## src/rtl/lsu_axi_pkg.sv

```systemverilog
// Shared types and AXI response codes for the LSU AXI initiator.
// Holds the FSM state enum and the rresp/bresp encodings.
package lsu_axi_pkg;

    typedef enum logic [2:0] {
        S_IDLE,
        S_RD_ADDR,
        S_RD_DATA,
        S_WR_REQ,
        S_WR_RESP,
        S_RESP
    } state_t;

    localparam logic [1:0] RESP_OKAY   = 2'b00;
    localparam logic [1:0] RESP_EXOKAY = 2'b01;
    localparam logic [1:0] RESP_SLVERR = 2'b10;
    localparam logic [1:0] RESP_DECERR = 2'b11;

endpackage

```

## src/rtl/lsu_axi_master_wdog.sv

```systemverilog
// Per-transaction watchdog: counts busy cycles and flags expiry.
// Ports: clk, rst (sync, active-high), clear, en -> expired.
module axi_wdog #(
    parameter int TIMEOUT_CYCLES = 255
) (
    input  logic clk,
    input  logic rst,
    input  logic clear,
    input  logic en,
    output logic expired
);

    localparam int CW = $clog2(TIMEOUT_CYCLES + 1);

    logic [CW-1:0] count;

    always_ff @(posedge clk) begin
        if (rst || clear) begin
            count <= '0;
        end else if (en && !expired) begin
            count <= count + CW'(1);
        end
    end

    // Flag during the last allowed busy cycle so the FSM leaves
    // after exactly TIMEOUT_CYCLES cycles of waiting.
    assign expired = en && (count == CW'(TIMEOUT_CYCLES - 1));

endmodule

```

## src/rtl/lsu_axi_master.sv

```systemverilog
// Single-outstanding AXI4-Lite initiator for the load/store stage.
// Core side: req_* / resp_*; bus side: AR, R, AW, W, B channels.
// Optional watchdog enabled by defining LSU_TIMEOUT_EN.
module lsu_axi_master
    import lsu_axi_pkg::*;
#(
    parameter int TIMEOUT_CYCLES = 255
) (
    input  logic        clk,
    input  logic        rst,
    input  logic        req_valid,
    output logic        req_ready,
    input  logic        req_wen,
    input  logic [31:0] req_addr,
    input  logic [31:0] req_wdata,
    input  logic [3:0]  req_wstrb,
    output logic        resp_valid,
    input  logic        resp_ready,
    output logic [31:0] resp_rdata,
    output logic        resp_err,
    output logic [31:0] araddr,
    output logic        arvalid,
    input  logic        arready,
    input  logic [31:0] rdata,
    input  logic [1:0]  rresp,
    input  logic        rvalid,
    output logic        rready,
    output logic [31:0] awaddr,
    output logic        awvalid,
    input  logic        awready,
    output logic [31:0] wdata,
    output logic [7:0]  wstrb,
    output logic        wvalid,
    input  logic        wready,
    input  logic [1:0]  bresp,
    input  logic        bvalid,
    output logic        bready
);

    state_t      state;
    state_t      state_nxt;
    logic [31:0] addr_q;
    logic [31:0] wdata_q;
    logic [3:0]  wstrb_q;
    logic [31:0] rdata_q;
    logic        err_q;
    logic        aw_done;
    logic        w_done;
    logic        accept;
    logic        aw_hs;
    logic        w_hs;
    logic        busy;
    logic        to_fire;

    assign accept = (state == S_IDLE) && req_valid;
    assign aw_hs  = (state == S_WR_REQ) && !aw_done && awready;
    assign w_hs   = (state == S_WR_REQ) && !w_done && wready;
    assign busy   = (state == S_RD_ADDR) || (state == S_RD_DATA) ||
                    (state == S_WR_REQ)  || (state == S_WR_RESP);

`ifdef LSU_TIMEOUT_EN
    logic expired;

    axi_wdog #(
        .TIMEOUT_CYCLES(TIMEOUT_CYCLES)
    ) u_wdog (
        .clk    (clk),
        .rst    (rst),
        .clear  (state == S_IDLE),
        .en     (busy),
        .expired(expired)
    );

    // A handshake completing in the expiry cycle wins; only a
    // stalled state is aborted.
    assign to_fire = expired && (state_nxt == state);
`else
    assign to_fire = 1'b0;
`endif

    // State register
    always_ff @(posedge clk) begin
        if (rst) begin
            state <= S_IDLE;
        end else if (to_fire) begin
            state <= S_RESP;
        end else begin
            state <= state_nxt;
        end
    end

    // Next-state logic
    always_comb begin
        state_nxt = state;
        unique case (state)
            S_IDLE: begin
                if (req_valid) begin
                    state_nxt = req_wen ? S_WR_REQ : S_RD_ADDR;
                end
            end
            S_RD_ADDR: begin
                if (arready) state_nxt = S_RD_DATA;
            end
            S_RD_DATA: begin
                if (rvalid) state_nxt = S_RESP;
            end
            S_WR_REQ: begin
                if ((aw_done || aw_hs) && (w_done || w_hs)) begin
                    state_nxt = S_WR_RESP;
                end
            end
            S_WR_RESP: begin
                if (bvalid) state_nxt = S_RESP;
            end
            S_RESP: begin
                if (resp_ready) state_nxt = S_IDLE;
            end
            default: state_nxt = S_IDLE;
        endcase
    end

    // Request latch, write handshake tracking, response capture
    always_ff @(posedge clk) begin
        if (rst) begin
            addr_q  <= '0;
            wdata_q <= '0;
            wstrb_q <= '0;
            rdata_q <= '0;
            err_q   <= 1'b0;
            aw_done <= 1'b0;
            w_done  <= 1'b0;
        end else begin
            if (accept) begin
                addr_q  <= req_addr;
                wdata_q <= req_wdata;
                wstrb_q <= req_wstrb;
                aw_done <= 1'b0;
                w_done  <= 1'b0;
            end
            if (aw_hs) aw_done <= 1'b1;
            if (w_hs)  w_done  <= 1'b1;
            if (to_fire) begin
                rdata_q <= '0;
                err_q   <= 1'b1;
            end else if (state == S_RD_DATA && rvalid) begin
                rdata_q <= rdata;
                err_q   <= (rresp != RESP_OKAY);
            end else if (state == S_WR_RESP && bvalid) begin
                rdata_q <= '0;
                err_q   <= (bresp != RESP_OKAY);
            end
        end
    end

    // Outputs are pure functions of registered state
    always_comb begin
        req_ready  = (state == S_IDLE);
        resp_valid = (state == S_RESP);
        arvalid    = (state == S_RD_ADDR);
        rready     = (state == S_RD_DATA);
        awvalid    = (state == S_WR_REQ) && !aw_done;
        wvalid     = (state == S_WR_REQ) && !w_done;
        bready     = (state == S_WR_RESP);
        araddr     = addr_q;
        awaddr     = addr_q;
        wdata      = wdata_q;
        wstrb      = {4'b0000, wstrb_q};
        resp_rdata = rdata_q;
        resp_err   = err_q;
    end

endmodule

```

## config.mk

```make
export PLATFORM = sky130hd
export DESIGN_NAME = lsu_axi_master
export DESIGN_NICKNAME = d
export VERILOG_FILES = /design/src/rtl/lsu_axi_pkg.sv /design/src/rtl/lsu_axi_master_wdog.sv /design/src/rtl/lsu_axi_master.sv
export SDC_FILE = /design/constraint.sdc
export NUM_CORES = 1
export LEC_CHECK = 0
export CAP_MARGIN = 20
export CORE_UTILIZATION = 40
export DETAILED_ROUTE_END_ITERATION = 8
export GPL_ROUTABILITY_DRIVEN = 0
export HOLD_SLACK_MARGIN = 0.06
export PLACE_DENSITY_LB_ADDON = 0.25
export SYNTH_ARGS = -nofsm -noshare
export SYNTH_HDL_FRONTEND = slang
export SYNTH_HIERARCHICAL = 1
export SYNTH_SLANG_ARGS = --single-unit
```

## constraint.sdc

```tcl
create_clock -name clk -period 3.85 [get_ports clk]
set_input_delay 0.9625 -clock clk [delete_from_list [all_inputs] [get_ports clk]]
set_output_delay 0.9625 -clock clk [all_outputs]
set_load 0.03 [all_outputs]
```

==> flow_metrics.py <==
metrics = {
    "run_status": {
        "status": "complete, no violations",
    },
    "sta": {
        "finalMaxSlewViolations": 0,
        "worstMarginPinSlew_ns": 1.03,
        "slew_headroom_pct": 31.4,
        "clock_skew_ns": 0.0192,
        "fmax_mhz": 316,
        "fin_setup_tns_ns": 0,
        "period_share_pct": 82.1,
        "period_needed_ns": 3.16,
        "finalWorstSetupSlack_ns": 0.688,
        "rsz0062_at_grt": "no",
        "final-setup-viol-count": 0,
        "hold_violations": 0,
    },
    "yosys": {
        "yosysUniqueCellTypes": 33,
        "synth_edf_count": 0,
        "synthTopCellsByArea": "dfxtp_1 51%, nand2_1 13%, a21oi_1 8.8%, a32o_1 7.9%, buf_4 7.0%",
        "yosysSeqAreaShare_pct": 51.0,
        "syn-cell-area_sq_um": 4160,
        "ys_seq_elements": 106,
        "syn_inst": 465,
        "synth_top_area_cell": "dfxtp_1",
        "ys_warn_count": 6,
        "async_reset_ff_share_pct": 0,
        "synth.avg_cell_area_sq_um": 8.94,
        "yosysTopAreaCellShare_pct": 51.0,
        "synth_top_flop_cell": "dfxtp_1",
    },
    "run": {
        "drv_cap": 0,
    },
    "global_route": {
        "gr-usage-all-layers_pct": 21.5,
        "grt_pass1_vias": 3833,
        "grt_pass1_wl_microns": 18900,
        "use_met3_pct": 7.08,
        "top_usage_layer": "met2",
        "globalRouteMet1Util_pct": 23.1,
        "grt_max_degree": 75,
        "overflow": 0,
        "antenna_found_initial": 0,
        "grt.met2_usage_pct": 39.0,
    },
    "setup_path": {
        "crit_chain": "nor2b_1 > nand2_1 > nor2_1 > clkdlybuf4s50_1",
        "crit_fanout": 16,
        "setup.worst_path.class": "reg2out",
        "end_kind": "primary output",
        "cp.required_ns": 2.89,
        "crit_path_max_incr_delay_ns": 0.69,
        "crit_family": "buffers and inverters",
        "timing.critical_path.slowest_stage_cell": "clkdlybuf4s50_1",
        "arrival_ns": 2.20,
        "start_kind": "flop",
        "critPathBufInv": 1,
    },
    "routing": {
        "vias": 3975,
        "wl_microns": 11900,
        "postRouteAntennaNets": 0,
        "wl_per_cell_microns": 14.9,
        "dr.pass1.iters": 4,
        "dr.first_iter.drc_count": 134,
        "vias_per_cell": 4.96,
        "drc": 0,
    },
    "clock_network": {
        "post_cts_resized": 0,
        "cts-hold-fix-buffers": 0,
        "path_clk_slew_ns": 0.09,
        "clock-sinks": 106,
        "root_buffer": "clkbuf_8",
        "cts_tree": "built",
        "clock_latency_ns": 0.36,
        "htreeDepth": 3,
        "cts_buffer_depth": 2,
        "post_cts.repair.setup_buffers": 0,
        "cts_buffers": 9,
    },
    "floorplan": {
        "io_pins": 258,
        "start_util_pct": 42.0,
        "row_count": 36,
        "core_area_sq_um": 9910,
        "die_h_microns": 104,
        "dieWidth_microns": 104,
        "dieArea_sq_um": 10800,
    },
    "pwr": {
        "p_total_mw": 2.87,
        "p_leak_nw": 2.36,
        "ir_drop_v": 0.000211,
        "p_per_area_nw_per_um2": 437,
    },
    "cells_and_area": {
        "layout_common_cells": "252 x clkdlybuf4s50_1, 140 x nand2_1, 106 x dfxtp_1",
        "drive_gt1_share_pct": 3.74,
        "final.fill_count": 824,
        "final_util_pct": 66.3,
        "diodes": 0,
        "layout_commonest_cell": "clkdlybuf4s50_1",
        "nets": 778,
        "syn_to_final_growth_pct": 58.1,
    },
    "placement": {
        "hpwl_microns": 8510,
        "place_ws_ns": 0.995,
        "port_buffers": 253,
    },
    "min_path": {
        "hold_class": "reg2reg",
    },
}
==> metal layers <==
metal | share of wire, % | up-vias
met2 | 52 | 168
li1 | - | 1942
met5 | 0 | -
met3 | 8.7 | 14
met4 | 1.7 | 0
met1 | 38 | 1851
==> synthesized netlist by cell type (2+ instances only) <==
cell type  instances
buf_6             11
buf_4             39
nor3b_1            2
a32o_1            33
buf_2              8
inv_1              2
a21oi_1           73
nor2b_1            3
clkbuf_1          15
and2_1             2
nand3b_1           4
mux2i_1            2
nor3_1             3
dfxtp_1          106
nand2_1          140
mux2_2             2
nor2_1             4
==> cell type report <==
cell class / instances / area [sq um] / area share [%]
repair buffers: 258 / 2560 / 39.0
flip-flops and latches: 106 / 2120 / 32.3
multi-input cells: 286 / 1520 / 23.2
well taps: 133 / 166 / 2.53
clock buffers: 11 / 141 / 2.15
clock inverters: 5 / 45.0 / 0.685
inverters: 3 / 11.3 / 0.171
==> state kept, by name, summed over array words and instances (netlist names) <==
signal and count:
resp_rdata 32, aw_done 1, wstrb_q 4, state 3, resp_err 1, w_done 1
wdata 32, araddr 32
==> cells by family (layout without fill, tap and decap cells) <==
logic type,count (synthesis),after routing,synth area share (%)
DFF,106,106,51.0
buffers and inverters,76,277,12.6
other,1,4,0.0902
AOI/OAI and AO/OA,115,115,18.5
and+or+nand+nor,163,163,16.8
muxes,4,4,1.02
==> path summary, 6_finish.rpt <==
| check | cells after the start | to | start | slack [ns] |
|---|---|---|---|---|
| worst max register to register | 3 | resp_rdata[4] | state[1] | 1.84 |
| worst max-delay path | 4 | wvalid | state[1] | 0.69 |
| worst min register to register | 2 | wstrb_q[3] | wstrb_q[3] | 0.46 |
| worst min-delay path | 2 | wstrb_q[3] | wstrb_q[3] | 0.46 |
==> metrics by stage <==
stage / cells / area [sq um] / hold slack, ns
final: 802 / 6570 / 0.457
after global routing: 802 / 6570 / 0.474
after CTS: 802 / 6570 / 0.460
after detailed placement: 786 / 6390 / 0.446
after global placement: 786 / 6390 / 0.441
after floorplan: 468 / 4170 / 0.478
==> power breakdown <==
part           switching [mW]  total (mW)  internal, mW
Combinational           0.535       0.949         0.414
Clock                   0.386       0.650         0.264
Sequential             0.0776        1.27          1.19
Total                   0.998        2.87          1.87
==> tightest hold or removal path: stages (launching register included) <==
cell	delay, ns
dfxtp_1	0.32
nand2_1	0.05
a21oi_1	0.05
Note: power is estimated with default switching activity, not from simulation.
